### config.mk
export PLATFORM = sky130hd
export DESIGN_NAME = pipelined_barrel_shifter
export DESIGN_NICKNAME = d
export VERILOG_FILES = /design/src/rtl/pipelined_barrel_shifter.sv
export SDC_FILE = /design/constraint.sdc
export NUM_CORES = 1
export LEC_CHECK = 0
export BUFFER_PORTS_ARGS = -buffer_cell sky130_fd_sc_hd__buf_2
export CAP_MARGIN = 20
export CORE_MARGIN = 5
export CORE_UTILIZATION = 23
export DETAILED_ROUTE_END_ITERATION = 6
export SLEW_MARGIN = 30
export SYNTH_ARGS = -nofsm -noshare
export SYNTH_HDL_FRONTEND = slang
export SYNTH_SLANG_ARGS = --single-unit
export TNS_END_PERCENT = 1
### constraint.sdc
create_clock -name clk -period 1.85 [get_ports clk]
set_input_delay 0.185 -clock clk [delete_from_list [all_inputs] [get_ports clk]]
set_output_delay 0.185 -clock clk [all_outputs]
set_load 0.02 [all_outputs]
### src/rtl/pipelined_barrel_shifter.sv
// pipelined_barrel_shifter: WIDTH-bit shift/rotate over log2(WIDTH) mux stages, a register slice every REG_STRIDE stages, valid/ready on both sides.
// Define BARREL_SHIFTER_FLAGS_EN to add the zero and carry outputs.
module pipelined_barrel_shifter #(
  parameter int WIDTH = 32,
  parameter int REG_STRIDE = 1,
  localparam int SHW = $clog2(WIDTH),
  localparam int LAT = (SHW + REG_STRIDE - 1) / REG_STRIDE
) (
  input  logic             clk,
  input  logic             rst_n,
  input  logic             in_valid,
  output logic             in_ready,
  input  logic [WIDTH-1:0] a,
  input  logic [SHW-1:0]   b,
  input  logic [2:0]       aluc,
  output logic             out_valid,
  input  logic             out_ready,
`ifdef BARREL_SHIFTER_FLAGS_EN
  output logic             zero,
  output logic             carry,
`endif
  output logic [WIDTH-1:0] c
);
  logic [WIDTH-1:0] st_x [SHW];
  logic [2:0]       st_m [SHW];
  logic [SHW-1:0]   st_b [SHW];
  logic [WIDTH-1:0] nx [SHW];
  logic [WIDTH-1:0] x_d [LAT];
  logic [2:0]       m_d [LAT];
  logic [SHW-1:0]   b_d [LAT];
  logic [WIDTH-1:0] x_q [LAT];
  logic [2:0]       m_q [LAT];
  logic [SHW-1:0]   b_q [LAT];
  logic [LAT-1:0]   v_q, vin;
  logic [LAT:0]     rdy;
  logic             rdy_en_q;
`ifdef BARREL_SHIFTER_FLAGS_EN
  logic st_cy [SHW];
  logic ncy [SHW];
  logic cy_d [LAT];
  logic cy_q [LAT];
  logic zero_q;
  assign zero  = zero_q;
  assign carry = cy_q[LAT-1];
`endif
  for (genvar i = 0; i < SHW; i++) begin : g_stage
    localparam int S = 1 << i;
    logic             en;
    logic [WIDTH-1:0] sra, y;
    if (i == 0) begin : g_src_in
      assign st_x[i] = a;
      assign st_m[i] = aluc;
      assign st_b[i] = b;
`ifdef BARREL_SHIFTER_FLAGS_EN
      assign st_cy[i] = 1'b0;
`endif
    end else if (i % REG_STRIDE == 0) begin : g_src_reg
      assign st_x[i] = x_q[i/REG_STRIDE-1];
      assign st_m[i] = m_q[i/REG_STRIDE-1];
      assign st_b[i] = b_q[i/REG_STRIDE-1];
`ifdef BARREL_SHIFTER_FLAGS_EN
      assign st_cy[i] = cy_q[i/REG_STRIDE-1];
`endif
    end else begin : g_src_comb
      assign st_x[i] = nx[i-1];
      assign st_m[i] = st_m[i-1];
      assign st_b[i] = st_b[i-1];
`ifdef BARREL_SHIFTER_FLAGS_EN
      assign st_cy[i] = ncy[i-1];
`endif
    end
    // pass-through modes (11x) never shift, whatever b holds
    assign en  = st_b[i][i] & (st_m[i][2:1] != 2'b11);
    assign sra = $signed(st_x[i]) >>> S;
    assign y   = (st_m[i] == 3'b000) ? sra :
                 (!st_m[i][2] && st_m[i][0]) ? st_x[i] << S :
                 (st_m[i] == 3'b010) ? st_x[i] >> S :
                 (st_m[i] == 3'b100) ? (st_x[i] << S) | (st_x[i] >> (WIDTH - S)) :
                 (st_x[i] >> S) | (st_x[i] << (WIDTH - S));
    assign nx[i] = en ? y : st_x[i];
`ifdef BARREL_SHIFTER_FLAGS_EN
    // the highest shifting stage sees the last bit to leave the word
    assign ncy[i] = !en ? st_cy[i] :
                    (!st_m[i][2] && !st_m[i][0]) ? st_x[i][S-1] :
                    !st_m[i][2] ? st_x[i][WIDTH-S] :
                    st_m[i][0] ? y[WIDTH-1] : y[0];
`endif
    if ((i + 1) % REG_STRIDE == 0 || i == SHW - 1) begin : g_slice
      assign x_d[i/REG_STRIDE] = nx[i];
      assign m_d[i/REG_STRIDE] = st_m[i];
      assign b_d[i/REG_STRIDE] = st_b[i];
`ifdef BARREL_SHIFTER_FLAGS_EN
      assign cy_d[i/REG_STRIDE] = ncy[i];
`endif
    end
  end
  always_comb begin
    rdy[LAT] = out_ready;
    for (int k = LAT - 1; k >= 0; k--) rdy[k] = !v_q[k] | rdy[k+1];
    for (int k = 0; k < LAT; k++) vin[k] = (k == 0) ? in_valid & rdy_en_q & rdy[0] : v_q[(k == 0) ? 0 : k - 1];
  end
  assign in_ready  = rdy_en_q & rdy[0];
  assign out_valid = v_q[LAT-1];
  assign c         = x_q[LAT-1];
  always_ff @(posedge clk or negedge rst_n) begin
    if (!rst_n) begin
      rdy_en_q <= 1'b0;
      v_q      <= '0;
      for (int k = 0; k < LAT; k++) begin
        x_q[k] <= '0;
        m_q[k] <= '0;
        b_q[k] <= '0;
`ifdef BARREL_SHIFTER_FLAGS_EN
        cy_q[k] <= 1'b0;
`endif
      end
`ifdef BARREL_SHIFTER_FLAGS_EN
      zero_q <= 1'b0;
`endif
    end else begin
      rdy_en_q <= 1'b1;
      for (int k = 0; k < LAT; k++) begin
        if (rdy[k]) begin
          v_q[k] <= vin[k];
          x_q[k] <= x_d[k];
          m_q[k] <= m_d[k];
          b_q[k] <= b_d[k];
`ifdef BARREL_SHIFTER_FLAGS_EN
          cy_q[k] <= cy_d[k];
`endif
        end
      end
`ifdef BARREL_SHIFTER_FLAGS_EN
      if (rdy[LAT-1]) zero_q <= (x_d[LAT-1] == '0);
`endif
    end
  end
endmodule

# After elaboration in Yosys (flattened, before gate mapping)
# Index checks and enable logic that the tools add are counted.
op_classes:
  n_reduce_logical: 20
  n_mux: 24
  n_eq_ne: 14
  n_bitwise: 22
ops:
  columns: ["cell", "count"]
  rows:
  - ["32-bit 2-to-1 mux", 24]
  - ["16-bit by 32-bit OR with 32-bit output", 1]
  - ["24-bit by 32-bit OR with 32-bit output", 1]
  - ["28-bit by 32-bit OR with 32-bit output", 1]
  - ["30-bit by 32-bit OR with 32-bit output", 1]
  - ["31-bit by 32-bit OR with 32-bit output", 1]
  - ["32-bit by 1-bit OR with 32-bit output", 1]
  - ["32-bit by 2-bit OR with 32-bit output", 1]
  - ["32-bit by 4-bit OR with 32-bit output", 1]
  - ["32-bit by 8-bit OR with 32-bit output", 1]
  - ["3-bit by 2-bit equality test with 1-bit output (second input constant)", 5]
  - ["3-bit zero test", 5]
  - ["3-bit equality test (second input constant)", 4]
  - ["1-bit zero test", 10]
  - ["2-bit inequality test (second input constant)", 5]
  - ["1-bit AND", 8]
  - ["1-bit logical AND", 5]
  - ["1-bit OR", 5]
totals:
  input_bits: 44
  word_cells: 99
  regBits: 198
  output_inout_bits: 34

# Logic depth before layout (Yosys ltp)
# Gate-level depths: netlist of run 1.
logic_depth:
  depth_word: 7
  ltp_mapped: 8
  mapped_depth_nobuf: 4

# Worst setup path after synthesis of run 1
# Ideal clock, no wire load.
synth_path:
  kind: "register to output"
  from: "register v_q[4]"
  to: "output in_ready"
  arrival_time_ns: 1.364
  path_slack_ns: 0.301
  stages_incl_launch_ff: 6
  path_buffers: 2
  t_required_ns: 1.665
  path_cell_list: "dfrtp_1 -> and4b_1 -> buf_6 -> nand3_1 -> clkbuf_1 -> and2_1"
synth_between:
  elab_chain_cells: 7
synth_rtl:
  columns: ["element", "line_no", "text"]
  rows:
  - ["start, declared", "34", "logic [LAT-1:0] v_q, vin;"]
  - ["start signal, assigned by index", "124", "v_q[k] <= vin[k];"]
  - ["1-bit zero test", "99", "for (int k = LAT - 1; k >= 0; k--) rdy[k] = !v_q[k] | rdy[k+1];"]
  - ["1-bit OR (5 in series)", "99", null]
  - ["1-bit AND", "102", "assign in_ready = rdy_en_q & rdy[0];"]
  - ["end, declared", "12", "output logic in_ready,"]
# Every way passes these cells.

# Worst setup path in the final report of run 1
# Same ends and word-level chain as after synthesis.

==> results of run 1 <==
metal layers:
layer / vias to the layer above / wire, um / part of all wire (%)
met1: 5247 / 17400 / 50
met4: 0 / 418 / 1.2
met2: 326 / 15000 / 43
met5: - / 0 / 0
met3: 34 / 1830 / 5.3
li1: 5302 / - / -
flip-flops by register name, indices dropped and copies added, names as in the netlist:
name         cells
st_x            30
m_d             12
g_stage.sra     98
b_d             10
c               32
rdy_en_q         1
v_q              5
how the worst min path moves through the flow:
| stage | endpoint | slack (ps) | cells past startpoint | start |
|---|---|---|---|---|
| after detailed placement | g_stage[4].sra[13]$_DFFE_PN0P_ | 160 | 1 | rst_n |
| after global routing | m_d[10]$_DFFE_PN0P_ | 100 | 3 | aluc[1] |
| after global placement | g_stage[4].sra[13]$_DFFE_PN0P_ | 170 | 1 | rst_n |
| after CTS | g_stage[1].sra[29]$_DFFE_PN0P_ | 30 | 3 | a[31] |
| after floorplan | b_d[12]$_DFFE_PN0P_ | -110 | 0 | rst_n |
| final | g_stage[1].sra[29]$_DFFE_PN0P_ | 70 | 3 | a[31] |
what timing repair did:
action	4_1_cts	5_1_grt
gates cloned	1	0
pin swaps	2	2
gates resized for setup	5	3
setup buffers	6	0
hold buffers	6	0
setup endpoints to repair	1	18
endpoints found under the hold margin	44	0
cell families (layout without fill, tap and decap cells):
family | after synthesis | after routing | share of synthesized area [%]
and+or+nand+nor | 387 | 387 | 13.5
AOI/OAI and AO/OA | 511 | 511 | 25.0
buffers and inverters | 144 | 191 | 6.28
muxes | 214 | 214 | 17.8
other | 1 | 1 | 0.0298
DFF | 188 | 188 | 37.3
power by group through the flow:
stage	combinational (W)	sequential (W)	clock, W
global placement	0.00316	0.00558	0
detailed placement	0.00323	0.00562	0
global route	0.00363	0.00566	0.00402
floorplan	0.00213	0.00556	0
finish	0.00327	0.00556	0.00374
CTS	0.00328	0.00554	0.00385
cells in the final DEF (no fill, tap or decap), types with 3 or more instances in the layout:
cell type	count
nand3_1	5
a22oi_1	5
a21boi_2	3
dfrtp_1	185
a221oi_2	4
o22ai_1	69
mux2_2	77
o21ai_0	185
o21a_1	9
a31oi_1	8
nand2_1	169
nor3b_1	8
mux2i_1	135
inv_1	5
o21ai_1	31
a21oi_1	80
a21o_1	21
clkinv_4	4
a2bb2oi_1	9
a211oi_1	22
dlygate4sd3_1	6
a32oi_1	3
buf_4	53
nor2_1	124
buf_2	75
inv_6	3
o2bb2ai_1	20
clkbuf_16	17
nand2b_1	59
a221oi_1	27
nor2b_1	7
buf_12	15
inv_8	4
worst reg2reg max path, delay by kind of cell (launching register included):
family                 cells  cell delay (ps)
AOI/OAI and AO/OA          3              700
DFF                        1              370
muxes                      1              300
buffers and inverters      1              220
final cells by class:
| type | instances | share of cell area, % |
|---|---|---|
| Clock buffer | 17 | 2.93 |
| Inverter | 6 | 0.155 |
| Multi-Input combinational cell | 1113 | 49.0 |
| Sequential cell | 188 | 32.4 |
| Clock inverter | 15 | 1.21 |
| Timing Repair Buffer | 153 | 8.27 |
| Tap cell | 696 | 5.99 |
metrics by stage:
step	util [%]	total power [W]	TNS [ps]
after floorplan	-	0.00769	0
after global routing	26.9	0.0133	0
final	26.9	0.0126	0
after detailed placement	25.5	0.00886	0
after CTS	26.9	0.0127	-28.5
after global placement	25.5	0.00875	0
==> metrics.csv, run 1 <==
metric,value,unit
Reg area,4710,um2
die area,59600,um2
Die Span X,244,um
Synth cell types,56,
post-synth top area share,37.3,%
cell area after synthesis,12600,um2
worst-case clock skew,11.3,ps
final hold vios,0,
total CTS buffers,17,
Worst Setup Start Kind,flip-flop,
TritonCTS clock tree,yes,
Synth Instances,1445,
R2R depth,5,
I/O pin count,78,
Root Buffer,clkbuf_16,
worst-path maximum fanout,3,
max-slew violations,0,
synth warn,0,
Pre-Repair DR Iteration Count,5,
FP Rows,85,
grt met3 use,1.65,%
worst skew pair latency,450,ps
CP max-delay cell,dfrtp_1,
Critical Path RT,1660,ps
sw frac,35.1,%
vias in the first global route,10200,
reg2reg end,g_stage[4].sra[14]$_DFFE_PN0P_,
HPWL after DPL,24300,um
clock sink count,188,
Die Y,244,um
synth top area cells,"dfrtp_1, mux2i_1, o21ai_0",
combinational power share,26.0,%
Highest Clock Rate,580,MHz
Detailed Route Iter0 Violations,768,
fin cells,2188,
power share of the clock group,29.8,%
Post-synth top cells,"dfrtp_1, o21ai_0, nand2_1",
start point of the critical path,v_q[4]$_DFFE_PN0P_,
Levels on crit path,4,
Tcrit/Tclk final,93.2,%
"Async S/R FF share, synth",100,%
Remaining DRCs,0,
fin area,14500,um2
met1 usage,17.5,%
"reg-to-reg slack, setup",130,ps
DP Worst Slack,117,ps
PnR worst setup slack,126,ps
Initial Utilization,23.3,%
fraction of layout cells with a size suffix above 1,18.7,%
placed insts,2144,
maximum capacitance violations,0,
top-count cell post-synth,dfrtp_1,
crit-path max cell delay,350,ps
critical-path cell list,"and4b_2, nand3_4, and2_4, buf_6",
nets,1523,
fillers,5816,
Mapped Avg Cell Area,8.72,um2
total wire length,34700,um
cell internal pwr,0.00816,W
worst hold margin,67.6,ps
P per Cell Area,865,nW/um2
FF-to-FF Start,m_d[3]$_DFFE_PN0P_,
worst setup path endpoint,in_ready,
"EDFF count, synth",0,
HP Class,primary input to flip-flop,
layer with the highest usage,met1,
GRT Util Overall,11.4,%
PortBufs,77,
Main synth FF type,dfrtp_1,
area grow syn2layout,15.4,%
leakage power,6.00,nW
H-tree depth,4,
Net Switching,0.00441,W
first-pass GRT wire length,57300,um
VDD IR max,0.633,mV
leading area contributor after synthesis,dfrtp_1,
initial antenna violation count,0,
Worst Setup End Kind,output pin,
Core Footprint,54000,um2
CP bufs+invs,1,
outcome,"finished, final reports clean",
synthesized net count,1489,
Placed Area,13800,um2
RSZ-0062 raised after global routing,false,
Seq pwr share,44.2,%
final number of setup-violating endpoints,0,
Via-to-Cell Ratio,4.99,
Max clock buf depth,2,
clk slew on worst S/H paths,70,ps
DRT antenna net count,0,
routability cong.,0.815,
Via Count,10900,
"FF+latch count, synth",188,
area of the multi-input gates,7130,um2
routing usage on met2,16.8,%
routed len/inst,15.9,um
"CP delay by family, top",simple AND/OR/NAND/NOR gates,
Crit path arrival time,1540,ps
number of diodes,0,
grt ovf,0,
largest net degree at the start of global routing,59,
Final min period,1720,ps
Worst-Margin Slew,668,ps
register area share after synthesis,37.3,%
relative slew slack,55.2,%
critical path class,flip-flop to output pin,
Power figures use the tool's default switching activity.
==> run 2, diff against run 1 <==
--- a/config.mk
+++ b/config.mk
@@ -5,6 +5,7 @@
 export SDC_FILE = /design/constraint.sdc
 export NUM_CORES = 1
 export LEC_CHECK = 0
+export ABC_AREA = 1
 export BUFFER_PORTS_ARGS = -buffer_cell sky130_fd_sc_hd__buf_2
 export CAP_MARGIN = 20
 export CORE_MARGIN = 5
==> constraint.sdc (replaced) <==
create_clock -name clk -period 1.85 [get_ports clk]
set_input_delay 0.185 -clock clk [delete_from_list [all_inputs] [get_ports clk]]
set_output_delay 0.185 -clock clk [all_outputs]
set_load 0.1 [all_outputs]
==> metrics.csv, run 2 <==
metric,value,unit,change
HP Class,primary input to flip-flop,,unchanged
fin area,12400,um2,was 14500 um2
VDD IR max,0.888,mV,was 0.633 mV
register area share after synthesis,45.4,%,was 37.3%
GRT Util Overall,12.3,%,was 11.4%
maximum capacitance violations,0,,unchanged
Setup TNS Final,-8.10,ps,was 0 ps
Placed Area,11700,um2,was 13800 um2
die area,49300,um2,was 59600 um2
layer with the highest usage,met2,,was met1
TritonCTS clock tree,yes,,unchanged
fillers,4859,,was 5816
Mapped Avg Cell Area,6.99,um2,was 8.72 um2
vias in the first global route,9277,,was 10200
Final min period,1860,ps,was 1720 ps
nets,1596,,was 1523
routed len/inst,14.2,um,was 15.9 um
largest net degree at the start of global routing,59,,unchanged
top-count cell post-synth,nand2_1,,was dfrtp_1
relative slew slack,54.0,%,was 55.2%
grt met3 use,2.11,%,was 1.65%
Worst Setup Start Kind,flip-flop,,unchanged
Detailed Route Iter0 Violations,720,,was 768
"most common cell after layout, fill and taps aside",nand2_1,,
Pre-Repair DR Iteration Count,7,,was 5
Seq pwr share,40.7,%,was 44.2%
fraction of layout cells with a size suffix above 1,12.1,%,was 18.7%
worst-path maximum fanout,2,,was 3
"FF+latch count, synth",188,,unchanged
synthesized net count,1525,,was 1489
CP max-delay cell,dfrtp_1,,unchanged
final hold vios,0,,unchanged
total CTS buffers,17,,unchanged
max reg flops,98,,unchanged
"reg-to-reg slack, setup",150,ps,was 130 ps
Crit path arrival time,1670,ps,was 1540 ps
Max clock buf depth,2,,unchanged
final number of setup-violating endpoints,1,,was 0
Initial Utilization,23.3,%,about the same
critical path class,flip-flop to output pin,,unchanged
Crit path top cell by count,buf_12,,
Synth cell types,26,,was 56
number of diodes,0,,unchanged
Die Span X,222,um,was 244 um
total wire length,30700,um,was 34700 um
cell internal pwr,0.00775,W,was 0.00816 W
Via Count,9916,,was 10900
initial antenna violation count,0,,unchanged
Highest Clock Rate,538,MHz,was 580 MHz
crit-path max cell delay,390,ps,was 350 ps
Post-synth top cells,"nand2_1, nor2_1, dfrtp_1",,"was dfrtp_1, o21ai_0, nand2_1"
CP bufs+invs,3,,was 1
Worst Setup End Kind,output pin,,unchanged
synth top area cells,"dfrtp_1, nand2_1, o21ai_0",,"was dfrtp_1, mux2i_1, o21ai_0"
first-pass GRT wire length,50500,um,was 57300 um
Die Y,222,um,was 244 um
RSZ-0062 raised after global routing,true,,was false
leakage power,5.92,nW,was 6.00 nW
"Async S/R FF share, synth",100,%,unchanged
grt ovf,0,,unchanged
worst hold path depth,3,,unchanged
clk slew on worst S/H paths,70,ps,about the same
Critical Path RT,1660,ps,about the same
Remaining DRCs,0,,unchanged
Worst Min Path Start,aluc[1],,was a[31]
power share of the clock group,25.6,%,was 29.8%
Root Buffer,clkbuf_16,,unchanged
failing checks,negative setup slack,,
cell area after synthesis,10400,um2,was 12600 um2
critical-path cell list,"nand4_4, buf_12, nor3_4, buf_12, nor2_4, buf_12",,"was and4b_2, nand3_4, and2_4, buf_6"
"EDFF count, synth",0,,unchanged
outcome,finished with violations,,"was finished, final reports clean"
Synth Instances,1481,,was 1445
reg2reg end,g_stage[2].sra[8]$_DFFE_PN0P_,,was g_stage[4].sra[14]$_DFFE_PN0P_
leading area contributor after synthesis,dfrtp_1,,unchanged
Core Footprint,44400,um2,was 54000 um2
routability cong.,0.883,,was 0.815
worst hold margin,26.6,ps,was 67.6 ps
P per Cell Area,1100,nW/um2,was 865 nW/um2
Tcrit/Tclk final,100,%,was 93.2%
FP Rows,77,,was 85
Worst-Margin Slew,690,ps,was 668 ps
Levels on crit path,6,,was 4
Main synth FF type,dfrtp_1,,unchanged
post-synth top area share,45.4,%,was 37.3%
synth warn,0,,unchanged
met1 usage,18.4,%,was 17.5%
R2R depth,7,,was 5
"commonest non-fill, non-tap cells in the layout","nand2_1, nor2_1, dfrtp_1",,"was o21ai_0, dfrtp_1, nand2_1"
clock sink count,188,,unchanged
area grow syn2layout,19.8,%,was 15.4%
Via-to-Cell Ratio,4.60,,was 4.99
PortBufs,77,,unchanged
worst skew pair latency,450,ps,about the same
routing usage on met2,18.5,%,was 16.8%
FF-to-FF Start,v_q[2]$_DFFE_PN0P_,,was m_d[3]$_DFFE_PN0P_
combinational power share,33.7,%,was 26.0%
H-tree depth,4,,unchanged
max-slew violations,0,,unchanged
sw frac,43.0,%,was 35.1%
"CP delay by family, top",buffers and inverters,,was simple AND/OR/NAND/NOR gates
PnR worst setup slack,-8.10,ps,was 126 ps
I/O pin count,78,,unchanged
worst-case clock skew,12.3,ps,was 11.3 ps
HPWL after DPL,22200,um,was 24300 um
DRT antenna net count,0,,unchanged
Net Switching,0.00584,W,was 0.00441 W
WHS Endpoint,m_d[10]$_DFFE_PN0P_,,was g_stage[1].sra[29]$_DFFE_PN0P_
-- run 2: cell count changes after synthesis, sizes merged, moves of 59 or more --
cell,change
nor2,+68
nand3,+120
nand2,+218
o22ai,-69
mux2,-79
inv,+116
mux2i,-135
nand2b,-59
-- run 2: cell families (layout without fill, tap and decap cells) --
kind of cell | after synthesis | in the layout | synth area share [%]
AO/OA/AOI/OAI | 360 | 360 | 18.1
buffers and inverters | 215 | 299 | 8.51
flip-flops | 188 | 188 | 45.4
other | 1 | 1 | 0.0362
AND/OR/NAND/NOR | 717 | 717 | 27.9
-- run 2: stage by stage --
stage / total power (W) / setup WS (ps) / cells / utilization (%)
floorplan: 0.00887 / 105 / 1481 / -
global placement: 0.0101 / 213 / 2111 / 26.3
detailed placement: 0.0102 / 178 / 2111 / 26.3
CTS: 0.0137 / -85.2 / 2157 / 27.9
global route: 0.0143 / -76.7 / 2157 / 27.9
finish: 0.0136 / -8.10 / 2157 / 27.9
-- run 2: worst register-to-register path, delay by kind of cell, from the launching register on --
| family | cells | cell delay (ps) |
|---|---|---|
| AND/OR/NAND/NOR | 3 | 450 |
| flip-flops | 1 | 390 |
| buffers and inverters | 2 | 510 |
| AO/OA/AOI/OAI | 2 | 230 |
-- run 2: per-layer routing --
metal | part of all wire [%] | vias up | routed length (um)
met1 | 50 | 4666 | 15400
li1 | - | 4937 | -
met5 | 0 | - | 0
met4 | 1.5 | 0 | 465
met2 | 43 | 282 | 13300
met3 | 4.9 | 31 | 1490
-- run 2: worst max path at each step --
| stage | slack, ps | end | from |
|---|---|---|---|
| 5_1_grt | -80 | in_ready | v_q[3]$_DFFE_PN0P_ |
| 2_1_floorplan | 100 | in_ready | v_q[4]$_DFFE_PN0P_ |
| 3_5_place_dp | 180 | c[28]$_DFFE_PN0P_ | m_d[2]$_DFFE_PN0P_ |
| 4_1_cts | -90 | in_ready | v_q[3]$_DFFE_PN0P_ |
| 6_report | -8 | in_ready | v_q[2]$_DFFE_PN0P_ |
| 3_3_place_gp | 210 | g_stage[1].sra[7]$_DFFE_PN0P_ | out_ready |
-- run 2: layout make-up --
cell class	count	area, um2	share of cell area [%]
Tap cell	592	741	5.97
Multi-Input combinational cell	1078	4800	38.7
Clock buffer	20	457	3.68
Sequential cell	188	4710	37.9
Clock inverter	12	92.6	0.746
Timing Repair Buffer	144	1150	9.24
Inverter	123	462	3.72
-- run 2: power by group through the flow --
| stage | Clock [W] | Sequential [W] | Combinational, W |
|---|---|---|---|
| after CTS | 0.00356 | 0.00553 | 0.00461 |
| after floorplan | 0 | 0.00711 | 0.00176 |
| after detailed placement | 0 | 0.00561 | 0.00457 |
| final | 0.00347 | 0.00554 | 0.00458 |
| after global routing | 0.00373 | 0.00564 | 0.00498 |
| after global placement | 0 | 0.00557 | 0.00455 |
-- run 2: what timing repair did --
| item | 4_1_cts | 5_1_grt |
|---|---|---|
| hold buffers | 7 | 0 |
| buffers inserted | 5 | 0 |
| pin swaps | 2 | 1 |
| resized for setup | 2 | 1 |
| setup endpoints to repair | 1 | 2 |
| hold endpoints to repair | 51 | 0 |
| cloned | 2 | 0 |
